File: src/rtl/fir_tap_sequencer.sv
// -----------------------------------------------------------------------------
// fir_tap_sequencer
//
// Tap/channel sequencer for the FIR datapath. One round is requested with a
// start pulse, walks tap_index over 0..taps-1 for every TDM channel in turn,
// and ends with a one-cycle done pulse. The outputs address the coefficient
// ROM and the sample delay line, clear the MAC (phase_min) and dump the
// accumulator (phase_max).
//
// Optional feature macro: FIR_TAP_SEQ_SYMMETRIC_FOLD_EN
//   When defined, each channel sweeps only ceil(taps/2) taps for folded
//   pre-adder FIRs, mirror_index gives the partner tap and center_tap flags
//   the unpaired middle tap of an odd-length filter. When undefined the full
//   sweep is used and mirror_index/center_tap are tied to 0.
//
// Ports:
//   clk            system clock, rising edge
//   rst            synchronous active-low reset
//   clk_enable     advance qualifier; all state holds while low
//   start          request one round (sampled when clk_enable=1)
//   num_taps       taps per channel, latched on an accepted start
//   busy           round in progress
//   done           one-cycle pulse after the final tap
//   cfg_err        one-cycle pulse when a start carries an illegal num_taps
//   tap_valid      busy & clk_enable
//   tap_index      current tap
//   channel_index  current channel
//   phase_min      first tap of a channel sweep
//   phase_max      last tap of a channel sweep
//   last_tap       last tap of the last channel
//   mirror_index   folded partner tap
//   center_tap     unpaired middle tap flag
// -----------------------------------------------------------------------------
module fir_tap_sequencer #(
  parameter int MAX_TAPS     = 64,
  parameter int NUM_CHANNELS = 1,
  parameter int TAP_BITS     = (MAX_TAPS > 1) ? $clog2(MAX_TAPS) : 1,
  parameter int CH_BITS      = (NUM_CHANNELS > 1) ? $clog2(NUM_CHANNELS) : 1
) (
  input  logic                clk,
  input  logic                rst,
  input  logic                clk_enable,
  input  logic                start,
  input  logic [TAP_BITS:0]   num_taps,
  output logic                busy,
  output logic                done,
  output logic                cfg_err,
  output logic                tap_valid,
  output logic [TAP_BITS-1:0] tap_index,
  output logic [CH_BITS-1:0]  channel_index,
  output logic                phase_min,
  output logic                phase_max,
  output logic                last_tap,
  output logic [TAP_BITS-1:0] mirror_index,
  output logic                center_tap
);

  typedef enum logic [1:0] {
    IDLE = 2'd0,
    RUN  = 2'd1,
    DONE = 2'd2
  } state_t;

  localparam logic [TAP_BITS:0]   MAX_TAPS_W = (TAP_BITS + 1)'(MAX_TAPS);
  localparam logic [TAP_BITS:0]   ONE_W      = (TAP_BITS + 1)'(1);
  localparam logic [CH_BITS-1:0]  LAST_CH    = CH_BITS'(NUM_CHANNELS - 1);

  state_t                state_q, state_d;
  logic [TAP_BITS-1:0]   tap_q, tap_d;
  logic [CH_BITS-1:0]    ch_q, ch_d;
  logic [TAP_BITS:0]     taps_q, taps_d;
  logic                  cfg_err_q, cfg_err_d;

  logic [TAP_BITS:0]     tap_ext;
  logic [TAP_BITS:0]     sweep_len;
  logic                  tap_at_end;
  logic                  ch_last;
  logic                  num_taps_ok;

  assign tap_ext = {1'b0, tap_q};

`ifdef FIR_TAP_SEQ_SYMMETRIC_FOLD_EN
  // Only the first half (rounded up) of the taps is walked; the pre-adder
  // supplies the mirrored sample.
  logic [TAP_BITS:0] mirror_full;

  assign sweep_len    = (taps_q + ONE_W) >> 1;
  assign mirror_full  = taps_q - ONE_W - tap_ext;
  assign mirror_index = mirror_full[TAP_BITS-1:0];
  assign center_tap   = taps_q[0] && (tap_ext == ((taps_q - ONE_W) >> 1));
`else
  assign sweep_len    = taps_q;
  assign mirror_index = '0;
  assign center_tap   = 1'b0;
`endif

  // taps_q is never 0 (reset value and every latched value are legal), so
  // sweep_len - 1 cannot underflow.
  assign tap_at_end  = (tap_ext == (sweep_len - ONE_W));
  assign ch_last     = (ch_q == LAST_CH);
  assign num_taps_ok = (num_taps != '0) && (num_taps <= MAX_TAPS_W);

  // Next-state logic. With clk_enable low every *_d equals its *_q, so the
  // whole block holds.
  always_comb begin
    // NOTE: every signal gets a default before the case so no path leaves
    // one unassigned; that is what keeps this block free of latches.
    state_d   = state_q;
    tap_d     = tap_q;
    ch_d      = ch_q;
    taps_d    = taps_q;
    cfg_err_d = cfg_err_q;

    if (clk_enable) begin
      cfg_err_d = 1'b0;
      unique case (state_q)
        // DONE behaves exactly like IDLE for a new start, giving
        // back-to-back rounds with a single bubble cycle.
        IDLE, DONE: begin
          state_d = IDLE;
          if (start) begin
            if (num_taps_ok) begin
              taps_d  = num_taps;
              tap_d   = '0;
              ch_d    = '0;
              state_d = RUN;
            end else begin
              cfg_err_d = 1'b1;
            end
          end
        end
        RUN: begin
          if (tap_at_end) begin
            tap_d = '0;
            ch_d  = ch_last ? '0 : ch_q + CH_BITS'(1);
            if (ch_last) begin
              state_d = DONE;
            end
          end else begin
            tap_d = tap_q + TAP_BITS'(1);
          end
        end
        default: state_d = IDLE;
      endcase
    end
  end

  // NOTE: the reset is sampled inside the clocked block, so it is
  // synchronous; every register here is plain control state and is reset.
  always_ff @(posedge clk) begin
    if (!rst) begin
      // NOTE: sequential state uses non-blocking assignments so all
      // registers update together from the values before the edge.
      state_q   <= IDLE;
      tap_q     <= '0;
      ch_q      <= '0;
      taps_q    <= MAX_TAPS_W;
      cfg_err_q <= 1'b0;
    end else begin
      state_q   <= state_d;
      tap_q     <= tap_d;
      ch_q      <= ch_d;
      taps_q    <= taps_d;
      cfg_err_q <= cfg_err_d;
    end
  end

  assign busy          = (state_q == RUN);
  assign tap_valid     = busy && clk_enable;
  assign done          = (state_q == DONE) && clk_enable;
  assign cfg_err       = cfg_err_q && clk_enable;
  assign tap_index     = tap_q;
  assign channel_index = ch_q;
  assign phase_min     = tap_valid && (tap_q == '0);
  assign phase_max     = tap_valid && tap_at_end;
  assign last_tap      = phase_max && ch_last;

endmodule

File: config.mk
export PLATFORM = sky130hd
export DESIGN_NAME = fir_tap_sequencer
export DESIGN_NICKNAME = d
export VERILOG_FILES = /design/src/rtl/fir_tap_sequencer.sv
export SDC_FILE = /design/constraint.sdc
export NUM_CORES = 1
export LEC_CHECK = 0
export CAP_MARGIN = 20
export CORE_MARGIN = 3
export CORE_UTILIZATION = 30
export DETAILED_ROUTE_END_ITERATION = 6
export GPL_TIMING_DRIVEN = 1
export PLACE_DENSITY = 0.6
export SYNTH_ARGS = -nofsm -noshare
export SYNTH_HDL_FRONTEND = slang
export SYNTH_SLANG_ARGS = --single-unit
File: constraint.sdc
create_clock -name clk -period 3.4 [get_ports clk]
set_input_delay 0.68 -clock clk [delete_from_list [all_inputs] [get_ports clk]]
set_output_delay 0.68 -clock clk [all_outputs]
set_load 0.005 [all_outputs]
==> results of run 1 <==
## per-layer routing
layer,global-route usage (%),up-vias,wire length [um]
li1,-,546,-
met1,18.6,510,1370
met2,21.4,37,1270
met3,3.33,6,156
met4,5.82,0,45
met5,0,-,0
## registers in the layout, indices dropped and copies added (netlist names)
name,cells
tap_index,6
sweep_len,7
cfg_err_q,1
state_q,2
## stage by stage
step	cells	power [uW]	hold slack, ps
floorplan	151	265	467
global placement	207	290	498
detailed placement	207	292	499
CTS	210	439	521
global route	210	459	546
finish	210	434	516
## cell type report
cell class | instances | area [um^2] | area share (%)
Multi-Input combinational cell | 115 | 731 | 51.7
Sequential cell | 16 | 323 | 22.9
Timing Repair Buffer | 24 | 238 | 16.8
Tap cell | 46 | 57.6 | 4.07
Clock buffer | 3 | 41.3 | 2.92
Inverter | 6 | 22.5 | 1.59
## how the worst max path moves through the flow
stage                             from   endpoint  slack [ps]
after detailed placement  sweep_len[0]  phase_max         320
final                     sweep_len[0]  phase_max         170
after floorplan           sweep_len[0]  phase_max         720
after CTS                 sweep_len[0]  phase_max          20
after global placement    sweep_len[0]  phase_max         370
after global routing      sweep_len[0]  phase_max           5
## cells by family (layout without fill, tap and decap cells)
family,count (synthesis),after routing,share of synthesized area [%]
buffers and inverters,20,33,10.5
DFF,16,16,28.0
other,1,8,0.328
and+or+nand+nor,59,59,29.2
muxes,4,4,3.50
xor gates and xnor gates,8,8,6.13
adders and majority gates,3,3,3.28
AOI/OAI and AO/OA,33,33,19.0
## worst max-delay path: cells and delay by family, from the launching register on
family	cells	cell delay, ps
buffers and inverters	2	560
AO/OA/AOI/OAI	4	860
AND/OR/NAND/NOR	1	170
adder cells (fa/ha/maj)	1	290
flip-flops	1	400
## repair_timing
action / CTS / global route
hold buffers: 0 / 0
gates resized for setup: 0 / 3
hold endpoints to repair: 0 / 0
endpoints found under the setup margin: 0 / 2
## placed cells by master (no fill, tap or decap), drive strengths merged, types with 2 or more instances in the layout
| master | synthesis | routed |
|---|---|---|
| inv | 5 | 5 |
| conb | 1 | 8 |
| clkbuf | 1 | 3 |
| dfxtp | 16 | 16 |
| xnor2 | 5 | 5 |
| and2 | 3 | 3 |
| nor2b | 2 | 2 |
| nand3b | 2 | 2 |
| o21ai | 5 | 5 |
| a22oi | 2 | 2 |
| nor3 | 7 | 7 |
| or3 | 2 | 2 |
| a21oi | 10 | 10 |
| xor2 | 3 | 3 |
| nand2 | 17 | 17 |
| ha | 3 | 3 |
| clkdlybuf4s50 | 0 | 23 |
| mux2i | 4 | 4 |
| nand3 | 7 | 7 |
| nand4 | 2 | 2 |
| o22ai | 4 | 4 |
| a211oi | 2 | 2 |
| nor2 | 5 | 5 |
| nor4 | 3 | 3 |
| a31oi | 2 | 2 |
| and3 | 4 | 4 |
## where the power goes
part / switching (uW) / leakage [uW] / internal [uW]
clock network: 66.8 / 0.0000216 / 78.6
registers: 9.24 / 0.000131 / 194
logic: 42.5 / 0.000350 / 43.0
==> flow_summary.toml, run 1 <==
[clocking]
h-tree-depth = 1
clk_path_buf_depth = 2
cts_root_buf = "clkbuf_8"
cts_tree = "built"
clk_latency_ps = 250
clk_pin_slew_worst_paths_ps = 60
cts_num_sinks = 16
cts_setup_buffers = 0
cts_buffers = 3

[route]
finalWirelength_um = 2840
vias_per_cell = 5.23
ant_nets = 0
vias = 1099
routedWlPerCell_um = 13.5
first_pass_iters = 4
first_iter_violations = 53
drc = 0

[timing]
skew_ps = 2.34
setup_tns_ps = 0
worstMarginPinSlew_ps = 724
slew_headroom_pct = 51.4
period_needed_ps = 3230
drv_slew = 0
setup_viol = 0
setup_ws_ps = 171
fin_crit_sh_pct = 95.0
hold_viol = 0
timing.fmax_mhz = 310
grt_setup_unrepaired = "no"

[yosys]
avgSynthCellArea_um2 = 7.94
yosysTopAreaCellShare_pct = 28.0
ys_warn_count = 0
yosysMostFrequentCell = "nand2_1"
yosys-top-cells-count = "17 x nand2_1, 16 x dfxtp_1, 10 x a21oi_1"
synth_edf_count = 0
yosysTopAreaCell = "dfxtp_1"
yosysUniqueCellTypes = 46
yosys-top-cells-area = "dfxtp_1 28%, buf_4 5.9%, nand2_1 5.6%"
ys_seq_area_share_pct = 28.0
syn_inst = 144
ys_async_sr_fraction_pct = 0
ys_ff_latch = 16
netlist_area_um2 = 1140
synthFlopType = "dfxtp_1"

[setup_path]
cp_cell_sequence = "inv_1, ha_1, o21bai_1, a2111oi_1, a21oi_1, a21oi_1, and2_1, clkdlybuf4s50_1"
rrSetupSlack_ps = 1030
path_common_cell = "a21oi_1"
cp_slowest_cell = "clkdlybuf4s50_1"
cp.required_ps = 2720
crit_type = "flip-flop to output port"
cp-end-kind = "output port"
worstRegToRegCells = 7
start_kind = "flip-flop"
crit_arrival_ps = 2550
crit_path_max_fanout = 8
crit-reg2reg-capture = "tap_index[3]"
worstReg2RegStart = "sweep_len[0]"
slowest_delay_ps = 500

[floorplan]
core_um2 = 3490
die_w_um = 67.7
initial_core_util_pct = 32.7
die_h_um = 67.7
fp-row-count = 21
design.portCount = 32
dieArea_um2 = 4590

[worst_hold_path]
hold_start = "cfg_err_q"
min_path_cells = 2
holdPathEnd = "cfg_err_q"
hold_path_class = "flip-flop to flip-flop"

[finish]
syn2layout_area_growth_pct = 23.5
fill_cells = 371
nNetsFinal = 180
final_layout_size_suffix_gt1_share_pct = 6.71
antennaDiodeCount = 0
final_area_um2 = 1410
final_util_pct = 40.4

[place]
place_ws_ps = 316
hpwl_um = 2180
io_buffers = 23
placed_area_um2 = 1370
gp_congestion = 0.851

[status]
status = "finished clean"

[pwr]
ir_drop_v = 0.0000993
p_leak_uw = 0.000502
powerDensity_nw_per_um2 = 307

[global_routing]
grt_use_total_pct = 14.0
antenna_found_initial = 0
grt_overflow = 0
grt_pass1_vias = 1064
grt_max_degree = 13
grt_pass1_wl_um = 4870

[flow_run]
drv_cap = 0
(Power assumes the default switching activity.)
==> run 2, diff against run 1 <==
- CORE_ASPECT_RATIO: unset -> 2
==> flow_summary.toml, run 2 (synthesis gave the netlist of run 1 again) <==
[status]
status = "finished clean"

[global_routing]
grt_overflow = 0
grt_max_degree = 13
grt_use_total_pct = 14.3
antenna_found_initial = 0
grt_pass1_vias = 1125
grt_pass1_wl_um = 5110

[finish]
layout_commonest_cell = "clkdlybuf4s50_1"
largest_register_ffs = 7
mostFrequentLayoutCells = "23 x clkdlybuf4s50_1, 17 x nand2_1, 14 x dfxtp_1"
fill_cells = 394
antennaDiodeCount = 0
nNetsFinal = 180
syn2layout_area_growth_pct = 24.3
ff_latch_area_um2 = 323
final_layout_size_suffix_gt1_share_pct = 7.32
multi_input_area_um2 = 736

[timing]
setup_viol = 0
slew_headroom_pct = 56.3
period_needed_ps = 3190
setup_tns_ps = 0
hold_viol = 0
grt_setup_unrepaired = "no"
worstMarginPinSlew_ps = 651
fin_crit_sh_pct = 93.9
hold_slack_ps = 520
drv_slew = 0
timing.fmax_mhz = 313
setup_ws_ps = 209
skew_ps = 2.10

[clocking]
cts_num_sinks = 16
cts_setup_buffers = 0
cts_tree = "built"
cts_root_buf = "clkbuf_8"
ctsHoldBuffers = 0
clk_pin_slew_worst_paths_ps = 60
h-tree-depth = 1
cts_resized = 0
clk_latency_ps = 250
cts_buffers = 3
clk_path_buf_depth = 2

[place]
place_ws_ps = 358
hpwl_um = 2460
io_buffers = 23
gp_congestion = 0.809

[floorplan]
core_um2 = 3650
initial_core_util_pct = 31.4
dieArea_um2 = 4630
design.portCount = 32
die_w_um = 49.7
fp-row-count = 31
die_h_um = 93.3

[pwr]
ir_drop_v = 0.000213
finalPower_uw = 434
powerDensity_nw_per_um2 = 305
p_leak_uw = 0.000502

[route]
ant_nets = 0
first_pass_iters = 4
first_iter_violations = 17
vias = 1119
finalWirelength_um = 2980
vias_per_cell = 5.25
drc = 0
routedWlPerCell_um = 14.0

[setup_path]
rrSetupSlack_ps = 1130
crit_type = "flip-flop to output port"
worstRegToRegCells = 7
crit-reg2reg-capture = "tap_index[2]"
cp-end-kind = "output port"
start_kind = "flip-flop"
crit_arrival_ps = 2510
cp.required_ps = 2720
crit_path_max_fanout = 8
worstReg2RegStart = "sweep_len[0]"

[worst_hold_path]
hold_path_class = "flip-flop to flip-flop"
min_path_cells = 2
hold_start = "sweep_len[1]"
holdPathEnd = "sweep_len[1]"

[flow_run]
drv_cap = 0
[run 2: worst max path at each step]
stage                      endpoint  cells past startpoint          from  slack, ps
final                      last_tap                      8  sweep_len[0]        210
after global routing      phase_max                      8  sweep_len[0]          5
after CTS                  last_tap                      8  sweep_len[0]         60
after detailed placement   last_tap                      8  sweep_len[0]        360
after global placement    phase_max                      8  sweep_len[0]        420
after floorplan           phase_max                     10  sweep_len[0]        720
[run 2: layout make-up]
class,instances,share of cell area [%]
timing repair buffer,24,16.7
sequential,16,22.7
tap,49,4.31
clock buffer,3,2.90
multi-input combinational,115,51.8
inverter,6,1.58
[run 2: stage by stage]
step                utilization [%]  std cells  cell area (um^2)
detailed placement             37.6        210              1370
global placement               37.6        210              1370
global route                   39.0        213              1420
floorplan                         -        151              1170
finish                         39.0        213              1420
CTS                            38.7        213              1410
[run 2: power by group]
part | internal, uW | leakage (uW) | switching [uW]
clock | 78.7 | 0.0000216 | 65.2
sequential | 194 | 0.000131 | 9.51
combinational | 43.2 | 0.000350 | 43.3
total | 316 | 0.000502 | 118
[run 2: critical path, stage by stage, from the launching register on]
cell and delay [ps]:
dfxtp_2 390, inv_1 60, ha_1 290, o21bai_1 210
a2111oi_2 350, a21oi_1 90, a21oi_1 180, and2_1 170
clkdlybuf4s50_1 510
[run 2: metal layers]
metal | global-route usage (%) | vias up | share of wire, %
met1 | 13.1 | 537 | 32
li1 | - | 550 | -
met3 | 1.44 | 7 | 3.2
met4 | 8.08 | 0 | 3.0
met2 | 28.8 | 25 | 62
met5 | 0 | - | 0
==> run 3, diff against run 2 <==
- CORE_UTILIZATION: 30 -> 40
- PLACE_DENSITY: 0.6 -> 0.75
- SKIP_CTS_REPAIR_TIMING: unset -> 1
==> flow_summary.toml, run 3 (synthesis gave the netlist of run 1 again) <==
[finish]
nNetsFinal = 180
antennaDiodeCount = 0
largest_register_ffs = 7
mostFrequentLayoutCells = "23 x clkdlybuf4s50_1, 17 x nand2_1, 14 x dfxtp_1"
final_layout_size_suffix_gt1_share_pct = 7.32
syn2layout_area_growth_pct = 21.8
layout_commonest_cell = "clkdlybuf4s50_1"

[setup_path]
worstRegToRegCells = 7
crit_path_max_fanout = 8
start_kind = "flip-flop"
rrSetupSlack_ps = 1180
slowest_delay_ps = 510
crit_arrival_ps = 2480
crit-reg2reg-capture = "tap_index[2]"
startpoint = "sweep_len[0]"
cp.required_ps = 2720
cp_cell_sequence = "inv_1, ha_2, o21bai_1, a2111oi_1, a21oi_1, a21oi_1, and2_1, clkdlybuf4s50_1"
crit_type = "flip-flop to output port"
cp_slowest_cell = "clkdlybuf4s50_1"
crit_cells = 8
critPathBufInv = 2
worstReg2RegStart = "sweep_len[0]"
cp_top_family = "compound AO/OA/AOI/OAI gates"
path_common_cell = "a21oi_1"
cp-end-kind = "output port"

[clocking]
h-tree-depth = 1
clk_pin_slew_worst_paths_ps = 60
cts_tree = "built"
cts_buffers = 3
cts_root_buf = "clkbuf_8"
clk_path_buf_depth = 2
clk_latency_ps = 250
cts_num_sinks = 16

[route]
ant_nets = 0
vias_per_cell = 5.73
first_iter_violations = 23
finalWirelength_um = 2890
vias = 1100
drc = 0
routedWlPerCell_um = 15.0
first_pass_iters = 4

[global_routing]
grt_use_total_pct = 17.3
grt_overflow = 0
grt_use_met1_pct = 16.3
grt_pass1_vias = 1066
antenna_found_initial = 0
top_usage_layer = "met2"
grt_pass1_wl_um = 4730
grt_use_met2_pct = 33.5
use_met3_pct = 3.07
grt_max_degree = 13

[floorplan]
dieArea_um2 = 3580
die_h_um = 81.6
die_w_um = 43.8
design.portCount = 32
initial_core_util_pct = 43.4
fp-row-count = 26
core_um2 = 2640

[timing]
worstMarginPinSlew_ps = 630
fin_crit_sh_pct = 92.9
slew_headroom_pct = 57.7
drv_slew = 0
hold_viol = 0
period_needed_ps = 3160
setup_ws_ps = 242
grt_setup_unrepaired = "no"
timing.fmax_mhz = 317
setup_tns_ps = 0
skew_ps = 1.15
hold_slack_ps = 512
setup_viol = 0

[pwr]
powerDensity_nw_per_um2 = 312
finalPower_uw = 435
p_leak_uw = 0.000501
ir_drop_v = 0.000251

[worst_hold_path]
hold_start = "sweep_len[1]"
holdPathEnd = "sweep_len[1]"
hold_path_class = "flip-flop to flip-flop"
min_path_cells = 2

[status]
status = "finished clean"

[place]
gp_congestion = 0.866
io_buffers = 23
hpwl_um = 2360
place_ws_ps = 301

[flow_run]
drv_cap = 0
==> run 3: worst max-delay path by stage <==
| stage | end |
|---|---|
| finish | last_tap |
| global route | last_tap |
| CTS | last_tap |
| detailed placement | last_tap |
| global placement | phase_max |
| floorplan | phase_max |
==> run 3: cell type report <==
cell class	count	area (um^2)
Clock buffer	3	41.3
Fill cell	244	1240
Inverter	6	22.5
Multi-Input combinational cell	115	733
Sequential cell	16	323
Tap cell	28	35.0
Timing Repair Buffer	24	238
==> run 3: stage by stage <==
stage / utilization [%] / std cells / cell area [um^2]
2_1_floorplan: - / 151 / 1170
3_3_place_gp: 51.0 / 189 / 1350
3_5_place_dp: 51.0 / 189 / 1350
4_1_cts: 52.6 / 192 / 1390
5_1_grt: 52.8 / 192 / 1390
6_report: 52.8 / 192 / 1390
==> run 3: worst reg2reg max path, cell delays in order, from the launching register on <==
cell and delay (ps):
dfxtp_2 400, inv_1 70, ha_2 230, o21bai_1 170, a2111oi_1 390, a21oi_1 100
a211oi_1 580, nor3_1 140
==> run 3: metal layers <==
metal / vias to the layer above / wire length [um]
met5: - / 0
met4: 0 / 102
met3: 10 / 131
met2: 37 / 1670
met1: 503 / 985
li1: 550 / -
==> run 3: report_power, final <==
| group | internal (uW) | leakage (uW) | switching (uW) |
|---|---|---|---|
| Sequential | 194 | 0.000131 | 9.11 |
| Combinational | 43.3 | 0.000349 | 43.4 |
| Clock | 78.7 | 0.0000216 | 66.3 |
